--- config.mk ---
export PLATFORM = sky130hd
export DESIGN_NAME = lib_voq_reader
export DESIGN_NICKNAME = d
export VERILOG_FILES = /design/src/rtl/lib_voq_reader_pkg.sv /design/src/rtl/lib_rr_arbiter_onehot.sv /design/src/rtl/lib_voq_reader.sv
export SDC_FILE = /design/constraint.sdc
export NUM_CORES = 1
export LEC_CHECK = 0
export BUFFER_PORTS_ARGS = -buffer_cell sky130_fd_sc_hd__buf_2
export CAP_MARGIN = 5
export CORE_MARGIN = 1
export CORE_UTILIZATION = 30
export CTS_CLUSTER_DIAMETER = 200
export CTS_CLUSTER_SIZE = 20
export DETAILED_ROUTE_END_ITERATION = 10
export PLACE_DENSITY_LB_ADDON = 0.3
export REMOVE_ABC_BUFFERS = 1
export SLEW_MARGIN = 20
export SYNTH_ARGS = -nofsm -noshare
export SYNTH_HDL_FRONTEND = slang
export SYNTH_SLANG_ARGS = --single-unit
--- constraint.sdc ---
create_clock -name clk -period 5.65 [get_ports clk]
set_clock_uncertainty 0.1 [all_clocks]
set_input_delay 0.8475 -clock clk [delete_from_list [all_inputs] [get_ports clk]]
set_output_delay 0.8475 -clock clk [all_outputs]
set_load 0.05 [all_outputs]
--- src/rtl/lib_voq_reader_pkg.sv ---
// Shared packet type and VC index/onehot helpers for the VOQ read side.
// VC vectors are ordered [0:N-1]: VC 0 is the leftmost (MSB) bit.
package lib_voq_reader_pkg;

    localparam int unsigned MAX_VC = 32;

    typedef logic [0:MAX_VC-1] vc_vec_t;

    typedef struct packed {
        logic [2:0] vc;
        logic [7:0] tag;
    } packet_t;

    function automatic int unsigned ptr_width(input int unsigned m);
        return (m > 1) ? $clog2(m) : 1;
    endfunction

    // Callers left-align their [0:M-1] vector into vc_vec_t before converting.
    function automatic int unsigned onehot_to_idx(input vc_vec_t oh);
        int unsigned r;
        r = 0;
        for (int unsigned i = 0; i < MAX_VC; i++) begin
            if (oh[i]) r = r | i;
        end
        return r;
    endfunction

    function automatic vc_vec_t idx_to_onehot(input int unsigned idx);
        vc_vec_t r;
        r = '0;
        for (int unsigned i = 0; i < MAX_VC; i++) begin
            r[i] = (i == idx);
        end
        return r;
    endfunction

endpackage

--- src/rtl/lib_rr_arbiter_onehot.sv ---
// Combinational round-robin arbiter: first set request scanning ptr, ptr+1, ... with mod-M wrap.
module lib_rr_arbiter_onehot
    import lib_voq_reader_pkg::*;
#(
    parameter int unsigned M = 5,
    localparam int unsigned PW = ptr_width(M)
) (
    input  logic [0:M-1]  req,
    input  logic [PW-1:0] ptr,
    output logic [0:M-1]  gnt
);

    logic [PW:0]   cand;
    logic [PW-1:0] sel;
    logic          found;
    vc_vec_t       oh;

    always_comb begin
        cand  = '0;
        sel   = '0;
        found = 1'b0;
        for (int unsigned k = 0; k < M; k++) begin
            // ptr < M and k < M, so a single subtraction is enough to wrap
            cand = {1'b0, ptr} + (PW+1)'(k);
            if (cand >= (PW+1)'(M)) cand = cand - (PW+1)'(M);
            if (!found && req[cand[PW-1:0]]) begin
                found = 1'b1;
                sel   = cand[PW-1:0];
            end
        end
        oh  = idx_to_onehot(32'(sel));
        gnt = found ? oh[0:M-1] : '0;
    end

endmodule

--- src/rtl/lib_voq_reader.sv ---
// Read side of a VOQ bank: round-robin pop of one eligible VC per cycle into a
// registered output stage with ready/valid backpressure.
module lib_voq_reader
    import lib_voq_reader_pkg::*;
#(
    parameter int unsigned M         = 5,
    parameter int unsigned RESET_PTR = 0
) (
    input  logic         clk,
    input  logic         reset,
    input  logic         ce,
    input  packet_t      i_voq_data,
    input  logic [0:M-1] i_voq_data_val,
    output logic [0:M-1] o_voq_en,
    input  logic [0:M-1] i_vc_block,
    output packet_t      o_data,
    output logic         o_data_val,
    output logic [0:M-1] o_vc,
    input  logic         i_ready
);

    localparam int unsigned PW = ptr_width(M);

    logic [PW-1:0] ptr;
    logic [PW-1:0] ptr_next;
    logic          load_ok;
    logic [0:M-1]  eligible;
    logic [0:M-1]  req;
    logic [0:M-1]  gnt;
    logic          grant;
    vc_vec_t       gnt_wide;
    int unsigned   gidx;

    // Reset gates the request so no VOQ pop is issued while it is held high.
    always_comb begin
        load_ok  = ce & (~o_data_val | i_ready) & ~reset;
        eligible = i_voq_data_val & ~i_vc_block;
        req      = load_ok ? eligible : '0;
    end

    lib_rr_arbiter_onehot #(.M(M)) u_arb (
        .req (req),
        .ptr (ptr),
        .gnt (gnt)
    );

    always_comb begin
        o_voq_en           = gnt;
        grant              = |gnt;
        gnt_wide           = '0;
        gnt_wide[0:M-1]    = gnt;
        gidx               = onehot_to_idx(gnt_wide);
        ptr_next           = (gidx == M - 1) ? '0 : PW'(gidx + 1);
    end

    always_ff @(posedge clk or posedge reset) begin
        if (reset) begin
            o_data     <= '0;
            o_data_val <= 1'b0;
            o_vc       <= '0;
            ptr        <= PW'(RESET_PTR);
        end else if (grant) begin
            o_data     <= i_voq_data;
            o_data_val <= 1'b1;
            o_vc       <= gnt;
            ptr        <= ptr_next;
        end else if (ce && o_data_val && i_ready) begin
            o_data_val <= 1'b0;
        end
    end

endmodule

=== Yosys cells after proc, flatten, opt, wreduce, memory -nomap -nowiden ===
Index checks and enable logic that the tools add are counted.

* Flip-flop bits (word level): 20
* Input port bits: 25
* Output and inout bits: 22
* Logic and storage cells: 94

* Add/subtract/negate cells: 10
* Magnitude comparators: 10
* Equal/unequal tests: 5
* Multiplexer cells: 39
* Bitwise operators: 12
* Reductions and logical operators: 13

{| class="wikitable"
|+ Operators with widths
! operator !! number
|-
| $mux W3 || 12
|-
| $eq A32 B3 Y1 const B || 1
|-
| $ge A4 B4 Y1 const B || 5
|-
| $not A3 Y4 || 5
|-
| $mux W1 || 18
|-
| $ge A4 B3 Y1 const B || 4
|-
| $bmux W1 S3 || 5
|-
| $sub A3 B3 Y3 const B || 5
|-
| $mux W5 || 2
|-
| $add A3 B2 Y4 const B || 2
|-
| $eq A2 B3 Y1 const A || 2
|-
| $logic_and A1 B1 Y1 || 6
|-
| $and A5 B5 Y5 || 1
|-
| $not A5 Y5 || 1
|-
| $reduce_or A5 Y1 || 1
|-
| $add A3 B1 Y4 const B || 1
|-
| $add A3 B3 Y4 const B || 1
|-
| $logic_not A1 Y1 || 4
|-
| $mux W2 || 2
|-
| $add A3 B1 Y3 const B || 1
|-
| $eq A1 B3 Y1 const A || 1
|-
| $eq A3 B3 Y1 const A || 1
|-
| $ge A3 B3 Y1 const B || 1
|-
| $logic_not A3 Y1 || 1
|-
| other kinds (4) || 6
|}

=== Longest topological paths before layout ===
* Depth in word-level cells: 29
* Depth in mapped cells: 18
* Mapped depth without buffers: 17

=== Hierarchy ===
A second synthesis with hierarchy kept.

* Cells, all modules: 225
* Area, all modules: 2,064.5 um^2

{| class="wikitable"
|+ Modules (own cells, without submodules)
! module !! times used !! cells an instance !! area each (um^2) !! sequential area each (um^2)
|-
| lib_rr_arbiter_onehot || 1 || 162 || 1,191.1 || 0.0
|-
| lib_voq_reader || 1 || 63 || 873.3 || 500.5
|}

=== Worst setup path before layout ===
Ideal clock, no wire load.

* Path type: register to output
* Start: register ptr[1]
* End: output o_voq_en[1] (netlist bit)
* Arrival: 3.512 ns
* Required time: 4.703 ns
* Setup slack: 1.191 ns
* Cell stages (with the launch flop): 14
* Path buffers: 2
* Path through: dfrtp_1 -> inv_1 -> ha_1 -> ha_1 -> clkbuf_1 -> a21oi_1 -> mux4_2 -> a22oi_2 -> nand4_2 -> nor3_1 -> mux2i_1 -> nor2b_1 -> buf_6 -> nor2_1

* Cells in the longest elaborated chain, start to end: 21
* Elaborated cells between the ends (all ways): 59
* Classes of those cells: add/sub: 9; order compare: 5; eq/ne: 1; mux: 31; bitwise: 5; reduce/logical: 8

{| class="wikitable"
|+ Ends and longest elaborated chain
! what !! RTL line !! source
|-
| start, declared || lib_voq_reader.sv:24 || <nowiki>logic [PW-1:0] ptr;</nowiki>
|-
| start signal, assigned || lib_voq_reader.sv:61 || <nowiki>ptr <= PW'(RESET_PTR);</nowiki>
|-
| start signal, assigned || lib_voq_reader.sv:66 || <nowiki>ptr <= ptr_next;</nowiki>
|-
| branches (longest 20 deep; another with $add A3 B1 Y4) || n/a ||
|-
| $mux W5 (*) || lib_rr_arbiter_onehot.sv:32 || <nowiki>gnt = found ? oh[0:M-1] : '0;</nowiki>
|-
| end, declared || lib_voq_reader.sv:14 || <nowiki>output logic [0:M-1] o_voq_en,</nowiki>
|}

Mark *: on every way between the ends. The select of a mux whose other input is x is not followed.

=== Final worst setup path ===
* Start: register ptr[2]
* End: output o_voq_en[0] (netlist bit)

* Cells in the longest elaborated chain, start to end: 21
* Elaborated cells between the ends (all ways): 59
* Classes of those cells: add/sub: 9; order compare: 5; mux: 31; bitwise: 5; reduce/logical: 9

{| class="wikitable"
|+ Ends and longest elaborated chain
! what !! RTL line
|-
| branches (longest 20 deep; another with $add A3 B1 Y4) || n/a
|-
| $mux W5 (*) || lib_rr_arbiter_onehot.sv:32
|}

Marked as above.

==> flow_metrics.tcl <==
set metrics [dict create \
    status "completed" \
    yosysWarningCount 0 \
    mostFrequentLayoutCell "sky130_fd_sc_hd__buf_2" \
    route.detailed.wl_per_inst_microns 14.9 \
    critical_path_cell_count 11 \
    synth_largest_type_area_fraction_pct 23.4 \
    worst_path_largest_cell_delay_ns 0.76 \
    firstDrtPassIters 4 \
    cts_root_buffer "sky130_fd_sc_hd__clkbuf_8" \
    place_inst 376 \
    syn_area_sq_um 2140 \
    timing.critical_path.cells "inv_1 -> ha_1 -> a21oi_1 -> mux4_2 -> a22oi_2 -> nand4_2 -> nor3_1 -> mux2i_1 -> nor2b_1 -> and3_1 -> buf_2" \
    initial_utilization_pct 31.4 \
    grt_usage_pct 16.1 \
    fin_nets 321 \
    core_box_area_sq_um 6830 \
    synth_sequential_area_ratio_pct 23.4 \
    cts_tree "built" \
    flow.area_growth_from_synthesis_pct 16.9 \
    cts_post_setup_buffers_inserted 0 \
    final_cell_count_no_fill 380 \
    cts.clk_slew.worst_paths_ns 0.08 \
    worstPathArrival_ns 4.25 \
    grt_start_max_net_pins 27 \
    ant_nets 0 \
    finalCriticalPeriod_ns 5.20 \
    timing.critical_path.to_type "output port" \
    placementRows 30 \
    final.period_utilization_pct 92.0 \
    hp-class "flop to flop" \
    grt_setup_unrepaired "no" \
    timing.reg2reg.setup_slack_ns 1.25 \
    cell_family_with_most_cp_delay "simple AND/OR/NAND/NOR gates" \
    drv_cap 0 \
    post_cts_resized 0 \
    finalSetupViolations 0 \
    routed_via_density 5.29 \
    synth_seq_cells 20 \
    postSynth.topFlopCell "sky130_fd_sc_hd__dfrtp_1" \
    synth_enable_flop_cells 0 \
    vias_in_the_first_global_route 1991 \
    grt_pass1_wl_mm 9.63 \
    final_hold_viol_count 0 \
    htree_levels 1 \
    synthArstFlopShare_pct 100 \
    n_antenna_cell 0 \
    die_width_microns 86.5 \
    holdPathStages 1 \
    place_hpwl_mm 4.50 \
    setup.worst_path.start_class "flop" \
    clock_sinks 20 \
    post-synth-top-area-cell "sky130_fd_sc_hd__dfrtp_1" \
    layout_common_cells "46 x sky130_fd_sc_hd__buf_2, 20 x sky130_fd_sc_hd__dfrtp_1, 19 x sky130_fd_sc_hd__nor2_1, 14 x sky130_fd_sc_hd__inv_1" \
    detail_route.iter0.violations 160 \
    routability_congestion_estimate_from_global_placement 0.860 \
    worst-slew-pin-transition_ns 0.790 \
    slew_violations 0 \
    timing.fmax_mhz 192 \
    avgSynthCellArea_sq_um 8.89 \
    worstPathMaxFanout 18 \
    final_layout_setup_total_negative_slack_ns 0 \
    routed-via-count 2010 \
    worst-setup-path-type "flop to output port" \
    die_area_sq_um 7480 \
    yosys.cell_types.count 69 \
    maxSlewHeadroom_pct 47.3 \
    drive_gt1_share_pct 34.2 \
    ys_top_cells_by_area "sky130_fd_sc_hd__dfrtp_1 23%, sky130_fd_sc_hd__mux2_2 6.3%, sky130_fd_sc_hd__ha_1 5.8%" \
    worstSkewPairLatency_ns 0.26 \
    totalWireLength_mm 5.66 \
    pin_count 47 \
    grt.overflow.total 0 \
    drcViolationCount 0 \
    post_synth_inst_count 241 \
    clockBufferDepth 2 \
    cts_hold_repair.buffers 0 \
    hold-worst-slack_ns 0.405 \
    cts_made_buffers 3 \
    post-route-util_pct 36.7 \
    die_height_microns 86.5 \
    worst_ep_required_time_ns 4.70 \
    slowest_stage "sky130_fd_sc_hd__dfrtp_1" \
    cp.buffers_inverters 2 \
    reg2regPathDepth 13 \
    number_of_antenna_violations_at_the_first_check_in_global_routing 0 \
    placement.io_buffers 46 \
]
## stage by stage
stage | area (sq um) | setup slack (ns)
after CTS | 2500 | 0.419
final | 2500 | 0.450
after floorplan | 2080 | 0.874
after global routing | 2500 | 0.145
after global placement | 2450 | 0.858
after detailed placement | 2450 | 0.747
## metal layers
metal	up-vias	wire, microns	track usage, %
met5	-	0	0
met4	0	117	5.91
met3	11	292	2.67
met2	74	2520	24.2
met1	936	2720	23.1
li1	989	-	-
## synthesized netlist by cell type (3+ instances only)
cell type                  instances
sky130_fd_sc_hd__inv_2             3
sky130_fd_sc_hd__nand2b_4          3
sky130_fd_sc_hd__a21oi_1          12
sky130_fd_sc_hd__and2_4            3
sky130_fd_sc_hd__nor3_1           12
sky130_fd_sc_hd__mux2i_1           4
sky130_fd_sc_hd__nand3_1           8
sky130_fd_sc_hd__dfrtp_1          20
sky130_fd_sc_hd__nand2_1          12
sky130_fd_sc_hd__o21ai_0           9
sky130_fd_sc_hd__nor4_1            3
sky130_fd_sc_hd__mux4_2            4
sky130_fd_sc_hd__mux2_2           12
sky130_fd_sc_hd__inv_1            14
sky130_fd_sc_hd__o22ai_1           3
sky130_fd_sc_hd__ha_1             10
sky130_fd_sc_hd__and3_1            4
sky130_fd_sc_hd__nand4_1           4
sky130_fd_sc_hd__nor2_1           19
sky130_fd_sc_hd__nor2b_1          10
sky130_fd_sc_hd__nand2b_1          7
sky130_fd_sc_hd__buf_2             4
sky130_fd_sc_hd__or2_2             3
## cell type report
cell class,count,area [sq um]
repair buffers,48,245
flip-flops and latches,20,500
inverters,17,63.8
well taps,96,120
clock buffers,4,55.1
multi-input cells,195,1520
fillers,738,4330
## path summary, 6_finish.rpt
check,from,endpoint
max,ptr[2],o_voq_en[0]
min reg2reg,o_data[2],o_data[2]
min in group asynchronous,reset,ptr[0]
max in group asynchronous,reset,o_data[8]
min,o_data[2],o_data[2]
max reg2reg,ptr[2],ptr[1]
## logic make-up (layout without fill, tap and decap cells)
kind of cell	count (synthesis)	count (layout)	share of synthesized area [%]
AO/OA/AOI/OAI	59	59	21.8
XOR/XNOR	2	2	0.818
adder cells (fa/ha/maj)	11	11	6.78
buffers and inverters	26	69	5.67
flip-flops	20	20	23.4
multiplexers	20	20	12.4
AND/OR/NAND/NOR	103	103	29.1
## worst reg2reg max path: stages (launching register included)
cell and delay, ns:
sky130_fd_sc_hd__dfrtp_1 0.76, sky130_fd_sc_hd__inv_1 0.28, sky130_fd_sc_hd__ha_1 0.52, sky130_fd_sc_hd__a21oi_1 0.27, sky130_fd_sc_hd__mux4_2 0.34, sky130_fd_sc_hd__a22oi_2 0.28
sky130_fd_sc_hd__nand4_2 0.18, sky130_fd_sc_hd__nor3_1 0.32, sky130_fd_sc_hd__mux2i_1 0.22, sky130_fd_sc_hd__nor2b_1 0.33, sky130_fd_sc_hd__ha_1 0.24, sky130_fd_sc_hd__inv_1 0.05
sky130_fd_sc_hd__o21ai_0 0.18, sky130_fd_sc_hd__mux2i_1 0.14
## sequential cells by signal, indices dropped and copies added, names as in the netlist
signal      flops
o_data_val      1
o_vc            5
ptr             3
o_data         11
Power is left out: the tool's default activity adds up to more than one toggle a clock period on the data nets, which glitch-free logic cannot reach.
